$ cat src/rtl/systolic_pkg.sv
// Shared types and constants for the systolic array edge feeder.
package systolic_pkg;

  localparam int unsigned DefDataWidth = 8;
  localparam int unsigned DefArrayN    = 4;

  typedef enum logic [1:0] {
    LOAD = 2'd0,
    FEED = 2'd1,
    DONE = 2'd2
  } feeder_state_t;

  // Bit offset of lane `lane` in a bus of `width`-bit lanes.
  function automatic int unsigned lane_lsb(input int unsigned lane, input int unsigned width);
    return lane * width;
  endfunction

endpackage

$ cat src/rtl/systolic_operand_buf.sv
// N x N operand register file: one full-row write port and one element read per lane.
module systolic_operand_buf
  import systolic_pkg::*;
#(
  parameter int unsigned DATA_WIDTH = DefDataWidth,
  parameter int unsigned ARRAY_N    = DefArrayN,
  localparam int unsigned IDX_W     = $clog2(ARRAY_N),
  localparam int unsigned BUS_W     = DATA_WIDTH * ARRAY_N
) (
  input  logic                     clk,
  input  logic                     rst_n,
  input  logic                     wr_en,
  input  logic [IDX_W-1:0]         wr_row,
  input  logic [BUS_W-1:0]         wr_data,
  input  logic [IDX_W*ARRAY_N-1:0] rd_row,
  input  logic [IDX_W*ARRAY_N-1:0] rd_col,
  output logic [BUS_W-1:0]         rd_data
);

  logic [DATA_WIDTH-1:0] mem_q [ARRAY_N][ARRAY_N];

  always_ff @(posedge clk or negedge rst_n) begin
    if (!rst_n) begin
      for (int r = 0; r < int'(ARRAY_N); r++) begin
        for (int c = 0; c < int'(ARRAY_N); c++) begin
          mem_q[r][c] <= '0;
        end
      end
    end else if (wr_en) begin
      for (int c = 0; c < int'(ARRAY_N); c++) begin
        mem_q[wr_row][c] <= wr_data[lane_lsb(c, DATA_WIDTH) +: DATA_WIDTH];
      end
    end
  end

  always_comb begin
    rd_data = '0;
    for (int l = 0; l < int'(ARRAY_N); l++) begin
      rd_data[lane_lsb(l, DATA_WIDTH) +: DATA_WIDTH] =
          mem_q[rd_row[l*IDX_W +: IDX_W]][rd_col[l*IDX_W +: IDX_W]];
    end
  end

endmodule

$ cat src/rtl/systolic_skew_feeder.sv
// Loads A and B row by row, then replays them diagonally skewed onto the array edges.
// Optional pass counter (feed_count) enabled by defining FEEDER_PERF_CNT_EN.
module systolic_skew_feeder
  import systolic_pkg::*;
#(
  parameter int unsigned DATA_WIDTH = DefDataWidth,
  parameter int unsigned ARRAY_N    = DefArrayN
) (
  input  logic                          clk,
  input  logic                          rst_n,
  input  logic                          in_valid,
  output logic                          in_ready,
  input  logic [DATA_WIDTH*ARRAY_N-1:0] in_a,
  input  logic [DATA_WIDTH*ARRAY_N-1:0] in_b,
  output logic [DATA_WIDTH*ARRAY_N-1:0] left_out,
  output logic [DATA_WIDTH*ARRAY_N-1:0] top_out,
  output logic                          out_valid,
  output logic                          done
`ifdef FEEDER_PERF_CNT_EN
  ,
  output logic [15:0]                   feed_count
`endif
);

  localparam int unsigned IDX_W = $clog2(ARRAY_N);
  localparam int unsigned CNT_W = $clog2(2 * ARRAY_N);
  localparam int unsigned BUS_W = DATA_WIDTH * ARRAY_N;

  feeder_state_t state_q, state_d;
  logic [CNT_W-1:0] load_cnt_q, load_cnt_d, step_q, step_d, drv_step;
  logic drive, wr_en, valid_q;
  logic [ARRAY_N-1:0] lane_ok;
  logic [IDX_W*ARRAY_N-1:0] a_rd_row, a_rd_col, b_rd_row, b_rd_col;
  logic [BUS_W-1:0] a_rd_data, b_rd_data, left_d, top_d, left_q, top_q;

  assign in_ready  = (state_q == LOAD);
  assign wr_en     = in_valid && in_ready;
  assign out_valid = valid_q;
  assign left_out  = left_q;
  assign top_out   = top_q;
  assign done      = (state_q == DONE);

  // drive/drv_step select which step the output registers capture on this edge.
  always_comb begin
    state_d    = state_q;
    load_cnt_d = load_cnt_q;
    step_d     = step_q;
    drive      = 1'b0;
    drv_step   = '0;
    unique case (state_q)
      LOAD: begin
        if (wr_en) begin
          if (load_cnt_q == CNT_W'(ARRAY_N - 1)) begin
            state_d    = FEED;
            load_cnt_d = '0;
            step_d     = '0;
            drive      = 1'b1;
          end else begin
            load_cnt_d = load_cnt_q + 1'b1;
          end
        end
      end
      FEED: begin
        if (step_q == CNT_W'(2 * ARRAY_N - 2)) begin
          state_d = DONE;
          step_d  = '0;
        end else begin
          step_d   = step_q + 1'b1;
          drive    = 1'b1;
          drv_step = step_d;
        end
      end
      DONE: begin
        state_d    = LOAD;
        load_cnt_d = '0;
      end
      default: state_d = LOAD;
    endcase
  end

  // Lane i reads A[i][t-i] and B[t-i][i]; out-of-window lanes are masked.
  always_comb begin
    int d;
    d        = 0;
    lane_ok  = '0;
    a_rd_row = '0;
    a_rd_col = '0;
    b_rd_row = '0;
    b_rd_col = '0;
    for (int i = 0; i < int'(ARRAY_N); i++) begin
      d          = int'(drv_step) - i;
      lane_ok[i] = drive && (d >= 0) && (d < int'(ARRAY_N));
      if (lane_ok[i]) begin
        a_rd_row[i*IDX_W +: IDX_W] = IDX_W'(i);
        a_rd_col[i*IDX_W +: IDX_W] = IDX_W'(d);
        b_rd_row[i*IDX_W +: IDX_W] = IDX_W'(d);
        b_rd_col[i*IDX_W +: IDX_W] = IDX_W'(i);
      end
    end
  end

  always_comb begin
    left_d = '0;
    top_d  = '0;
    for (int i = 0; i < int'(ARRAY_N); i++) begin
      if (lane_ok[i]) begin
        left_d[lane_lsb(i, DATA_WIDTH) +: DATA_WIDTH] =
            a_rd_data[lane_lsb(i, DATA_WIDTH) +: DATA_WIDTH];
        top_d[lane_lsb(i, DATA_WIDTH) +: DATA_WIDTH] =
            b_rd_data[lane_lsb(i, DATA_WIDTH) +: DATA_WIDTH];
      end
    end
  end

  always_ff @(posedge clk or negedge rst_n) begin
    if (!rst_n) begin
      state_q    <= LOAD;
      load_cnt_q <= '0;
      step_q     <= '0;
      valid_q    <= 1'b0;
      left_q     <= '0;
      top_q      <= '0;
    end else begin
      state_q    <= state_d;
      load_cnt_q <= load_cnt_d;
      step_q     <= step_d;
      valid_q    <= drive;
      left_q     <= left_d;
      top_q      <= top_d;
    end
  end

  systolic_operand_buf #(
    .DATA_WIDTH (DATA_WIDTH),
    .ARRAY_N    (ARRAY_N)
  ) u_buf_a (
    .clk     (clk),
    .rst_n   (rst_n),
    .wr_en   (wr_en),
    .wr_row  (load_cnt_q[IDX_W-1:0]),
    .wr_data (in_a),
    .rd_row  (a_rd_row),
    .rd_col  (a_rd_col),
    .rd_data (a_rd_data)
  );

  systolic_operand_buf #(
    .DATA_WIDTH (DATA_WIDTH),
    .ARRAY_N    (ARRAY_N)
  ) u_buf_b (
    .clk     (clk),
    .rst_n   (rst_n),
    .wr_en   (wr_en),
    .wr_row  (load_cnt_q[IDX_W-1:0]),
    .wr_data (in_b),
    .rd_row  (b_rd_row),
    .rd_col  (b_rd_col),
    .rd_data (b_rd_data)
  );

`ifdef FEEDER_PERF_CNT_EN
  logic [15:0] feed_cnt_q;

  always_ff @(posedge clk or negedge rst_n) begin
    if (!rst_n) begin
      feed_cnt_q <= '0;
    end else if (state_q == DONE) begin
      feed_cnt_q <= feed_cnt_q + 16'd1;
    end
  end

  assign feed_count = feed_cnt_q;
`endif

endmodule

$ cat config.mk
export PLATFORM = sky130hd
export DESIGN_NAME = systolic_skew_feeder
export DESIGN_NICKNAME = d
export VERILOG_FILES = /design/src/rtl/systolic_pkg.sv /design/src/rtl/systolic_operand_buf.sv /design/src/rtl/systolic_skew_feeder.sv
export SDC_FILE = /design/constraint.sdc
export NUM_CORES = 1
export LEC_CHECK = 0
export ABC_AREA = 1
export ABC_CLOCK_PERIOD_IN_PS = 4300
export BUFFER_PORTS_ARGS = -buffer_cell sky130_fd_sc_hd__buf_2
export CAP_MARGIN = 20
export CELL_PAD_IN_SITES_DETAIL_PLACEMENT = 1
export CELL_PAD_IN_SITES_GLOBAL_PLACEMENT = 2
export CORE_MARGIN = 2
export CORE_UTILIZATION = 39
export DETAILED_ROUTE_END_ITERATION = 16
export PLACE_DENSITY = 0.91
export SLEW_MARGIN = 20
export SYNTH_ARGS = -nofsm -noshare
export SYNTH_HDL_FRONTEND = slang
export SYNTH_SLANG_ARGS = --single-unit
$ cat constraint.sdc
create_clock -name clk -period 4.3 [get_ports clk]
set_input_delay 0.43 -clock clk [delete_from_list [all_inputs] [get_ports clk]]
set_output_delay 0.43 -clock clk [all_outputs]
set_load 0.01 [all_outputs]
==> metrics.txt <==
# TYPE chip_impl_metric gauge
chip_impl_metric{name="core_region_area",unit="sq um"} 35700
chip_impl_metric{name="synth_async_sr_flop_share",unit="%"} 100
chip_impl_metric{name="final_setup_violation_count",unit=""} 0
chip_impl_metric{name="fin_worst_skew",unit="ns"} 0.00937
chip_impl_info{name="rsz_0062_raised_after_global_routing",value="no"} 1
chip_impl_metric{name="worst_slew_pin_slew",unit="ns"} 0.924
chip_impl_metric{name="maxCapViolations",unit=""} 0
chip_impl_metric{name="chipWidth",unit="um"} 195
chip_impl_metric{name="growth_of_design_area_from_synthesis_to_finish",unit="%"} 16.8
chip_impl_info{name="synth.cells.most_frequent",value="nand2_1, dfrtp_1, o21ai_0, inv_1, a21oi_1"} 1
chip_impl_metric{name="dr_total_vias",unit=""} 11400
chip_impl_metric{name="maximum_number_of_pins_on_one_net_before_global_route_repair",unit=""} 110
chip_impl_metric{name="wl",unit="um"} 42500
chip_impl_info{name="failed_checks",value="negative hold slack"} 1
chip_impl_metric{name="cts-hold-fix-buffers",unit=""} 0
chip_impl_metric{name="dpl_wire_length",unit="um"} 27100
chip_impl_metric{name="drt_iter0_markers",unit=""} 516
chip_impl_metric{name="total_leakage_power",unit="uW"} 0.00817
chip_impl_info{name="critical_path.startpoint_type",value="flop"} 1
chip_impl_info{name="yosys-top-cells-area",value="dfrtp_1, nand2_1, o21ai_0"} 1
chip_impl_metric{name="clkLatencyLatePin",unit="ns"} 0.55
chip_impl_metric{name="synthDominantCellAreaShare",unit="%"} 58.0
chip_impl_metric{name="grt_usage",unit="%"} 23.1
chip_impl_info{name="clockRootBuffer",value="clkbuf_16"} 1
chip_impl_metric{name="drt-pass1-iter-count",unit=""} 5
chip_impl_metric{name="power.sequential.fraction",unit="%"} 39.0
chip_impl_metric{name="route.detailed.drc",unit=""} 0
chip_impl_info{name="end_kind",value="flop"} 1
chip_impl_metric{name="p_sw_share",unit="%"} 37.3
chip_impl_info{name="outcome",value="complete, but fails checks"} 1
chip_impl_metric{name="gp_congestion",unit=""} 0.777
chip_impl_metric{name="via_count_of_the_first_global_routing_pass",unit=""} 12100
chip_impl_metric{name="post-layout-total-power",unit="uW"} 12900
chip_impl_metric{name="cts_sink_count",unit=""} 329
chip_impl_metric{name="wl_per_cell",unit="um"} 19.4
chip_impl_metric{name="die_h",unit="um"} 195
chip_impl_metric{name="hold_viol",unit=""} 23
chip_impl_metric{name="synth_warnings",unit=""} 0
chip_impl_metric{name="arrival",unit="ns"} 3.83
chip_impl_metric{name="vdd_ir_drop_max",unit="uV"} 413
chip_impl_metric{name="mappedNetlistNets",unit=""} 1669
chip_impl_metric{name="cellPowerDensity",unit="nW/um^2"} 775
chip_impl_info{name="synth_top_area_cell",value="dfrtp_1"} 1
chip_impl_metric{name="maxSlewHeadroom",unit="%"} 38.4
chip_impl_metric{name="ctsResizeCount",unit=""} 0
chip_impl_info{name="setup.worst_path.class",value="reg -> reg"} 1
chip_impl_metric{name="port_buf_inserts",unit=""} 133
chip_impl_metric{name="share_clk_of_total_power",unit="%"} 26.3
chip_impl_metric{name="whs",unit="ns"} -0.0480
chip_impl_metric{name="fin_crit_share",unit="%"} 78.9
chip_impl_info{name="cts_tree",value="done"} 1
chip_impl_metric{name="timing.critical_path.required",unit="ns"} 4.74
chip_impl_metric{name="antenna_found_initial",unit=""} 0
chip_impl_metric{name="period_needed",unit="ns"} 3.39
chip_impl_metric{name="cts_max_level",unit=""} 2
chip_impl_metric{name="avgViaCountPerCell",unit=""} 5.19
chip_impl_metric{name="syn_avg_cell_area",unit="sq um"} 8.90
chip_impl_metric{name="post_synth_instance_area",unit="sq um"} 14200
chip_impl_metric{name="fillerInstances",unit=""} 4194
chip_impl_metric{name="report.final.slew_viol_count",unit=""} 0
chip_impl_metric{name="cts.repair_timing.setup_buffer_count",unit=""} 0
chip_impl_metric{name="worst-path-max-fanout",unit=""} 32
chip_impl_metric{name="ys_types",unit=""} 27
chip_impl_metric{name="yosys_register_bits",unit=""} 329
chip_impl_metric{name="design.final.nets",unit=""} 1775
chip_impl_metric{name="totalNegativeSetupSlack",unit="ns"} 0
chip_impl_metric{name="fp.dieArea",unit="sq um"} 38000
chip_impl_metric{name="remaining_antenna_violation_count_after_routing",unit=""} 0
chip_impl_metric{name="cellInternalPower",unit="uW"} 8060
chip_impl_metric{name="max_freq",unit="MHz"} 295
chip_impl_info{name="dominantRegCellSynth",value="dfrtp_1"} 1
chip_impl_metric{name="cts_inserted_buffers",unit=""} 38
chip_impl_metric{name="switchingPower",unit="uW"} 4800
chip_impl_metric{name="netlist_instances",unit=""} 1596
chip_impl_metric{name="p_comb_share",unit="%"} 34.8
chip_impl_metric{name="cts.path.max_buffers",unit=""} 3
chip_impl_metric{name="grt.overflow.total",unit=""} 0
chip_impl_metric{name="clk_pin_slew_worst_paths",unit="ns"} 0.06
chip_impl_info{name="yosysMostFrequentCell",value="nand2_1"} 1
chip_impl_metric{name="grt_pass1_wl",unit="um"} 68400
chip_impl_metric{name="antenna_cells_inserted",unit=""} 0
chip_impl_metric{name="synth_edf_count",unit=""} 0
chip_impl_metric{name="final_layout_size_suffix_gt1_share",unit="%"} 16.5
chip_impl_metric{name="boundaryPins",unit=""} 134
chip_impl_info{name="timing.hold.worst.class",value="in -> async"} 1
chip_impl_metric{name="ys_seq_area_share",unit="%"} 58.0
chip_impl_metric{name="rows",unit=""} 69
chip_impl_metric{name="initial_core_util",unit="%"} 39.7
-- cell usage in the layout, fill, tap and decap left out --
cell and n:
nand3_2 2, mux2_1 2, nor2_2 2, o21ai_0 224, nand3_4 2, xnor2_4 1
o21ai_1 20, o21ai_2 1, nor2_1 17, a21oi_1 104, nand2_4 2, o211ai_1 16
nand3_1 60, nand4_1 18, clkbuf_16 41, buf_2 132, clkbuf_8 10, ha_1 6
mux2_2 41, bufinv_16 3, nor2_4 6, clkinv_2 4, dfrtp_1 329, inv_1 213
nand3b_1 1, buf_16 1, buf_8 1, nand2_1 423, nand2_2 4, buf_12 4
clkbuf_1 8, inv_2 12, buf_4 16, a22o_1 2
-- per-layer routing --
metal	part of all wire, %	up-vias	wire, um	GRT usage, %
met5	0	-	0	0
met4	2.5	0	1060	7.27
met3	4.7	73	2000	3.97
met2	48	236	20200	38.3
met1	45	5755	19300	31.0
li1	-	5289	-	-
-- layout make-up --
cell class	instances	area, sq um	area share, %
multi-input cells	954	4730	28.5
inverters	225	845	5.09
repair buffers	154	903	5.44
clock inverters	7	110	0.664
well taps	461	577	3.48
flip-flops and latches	329	8230	49.6
clock buffers	59	1190	7.19
-- state kept, by name, indices dropped and copies added (netlist names) --
name           cells
u_buf_a.mem_q    128
top_out           32
u_buf_b.mem_q    128
state_q            2
out_valid          1
step_q             3
load_cnt_q         3
left_out          32
-- per-stage QoR --
step / std cells / util, % / cell area [sq um] / hold slack (ns) / setup WS (ns)
3_5_place_dp: 2122 / 42.7 / 15300 / 0.459 / 0.958
3_3_place_gp: 2122 / 42.7 / 15300 / 0.452 / 1.12
2_1_floorplan: 1596 / - / 14200 / 0.134 / 1.97
5_1_grt: 2189 / 46.4 / 16600 / 0.0184 / 0.666
4_1_cts: 2188 / 46.3 / 16600 / 0.00250 / 0.919
6_report: 2189 / 46.4 / 16600 / -0.0480 / 0.909
-- power by group through the flow --
stage	clock network (uW)	registers, uW	logic [uW]
CTS	3460	5020	4510
floorplan	0	4980	3010
global route	3580	5150	5100
detailed placement	0	5050	4450
finish	3380	5010	4470
global placement	0	4990	4260
-- worst paths after layout --
path                                               startpoint                             to  slack [ns]  cells past startpoint
worst min-delay path                                    rst_n  u_buf_b.mem_q[37]$_DFFE_PN0P_       -0.05                      1
min in group clk                                      in_b[0]  u_buf_b.mem_q[24]$_DFFE_PN0P_        0.14                      3
worst min register to register  u_buf_b.mem_q[24]$_DFFE_PN0P_  u_buf_b.mem_q[24]$_DFFE_PN0P_        0.47                      2
worst max register to register          step_q[1]$_DFFE_PN0P_          top_out[11]$_DFF_PN0_        0.91                     12
max in group asynchronous                               rst_n  u_buf_b.mem_q[71]$_DFFE_PN0P_        3.30                      2
worst max-delay path                    step_q[1]$_DFFE_PN0P_          top_out[11]$_DFF_PN0_        0.91                     12
-- cells by family after synthesis --
logic type | Yosys count | share of synthesized area (%)
adders and majority gates | 6 | 0.529
buffers and inverters | 313 | 8.90
muxes | 43 | 3.41
AOI/OAI and AO/OA | 367 | 13.3
xor gates and xnor gates | 1 | 0.194
and+or+nand+nor | 537 | 15.7
DFF | 329 | 58.0
-- worst max-delay path: stages, from the launching register on --
cell     delay, ns
dfrtp_1       0.43
nand2_1       0.14
inv_2         0.06
nor2_4        0.06
buf_4         0.31
nand2_4       0.27
ha_1          0.35
xnor2_4       0.16
buf_4         0.27
nand3_2       0.60
a21oi_1       0.33
nand2_1       0.09
a21oi_1       0.19
(Power assumes the default switching activity.)
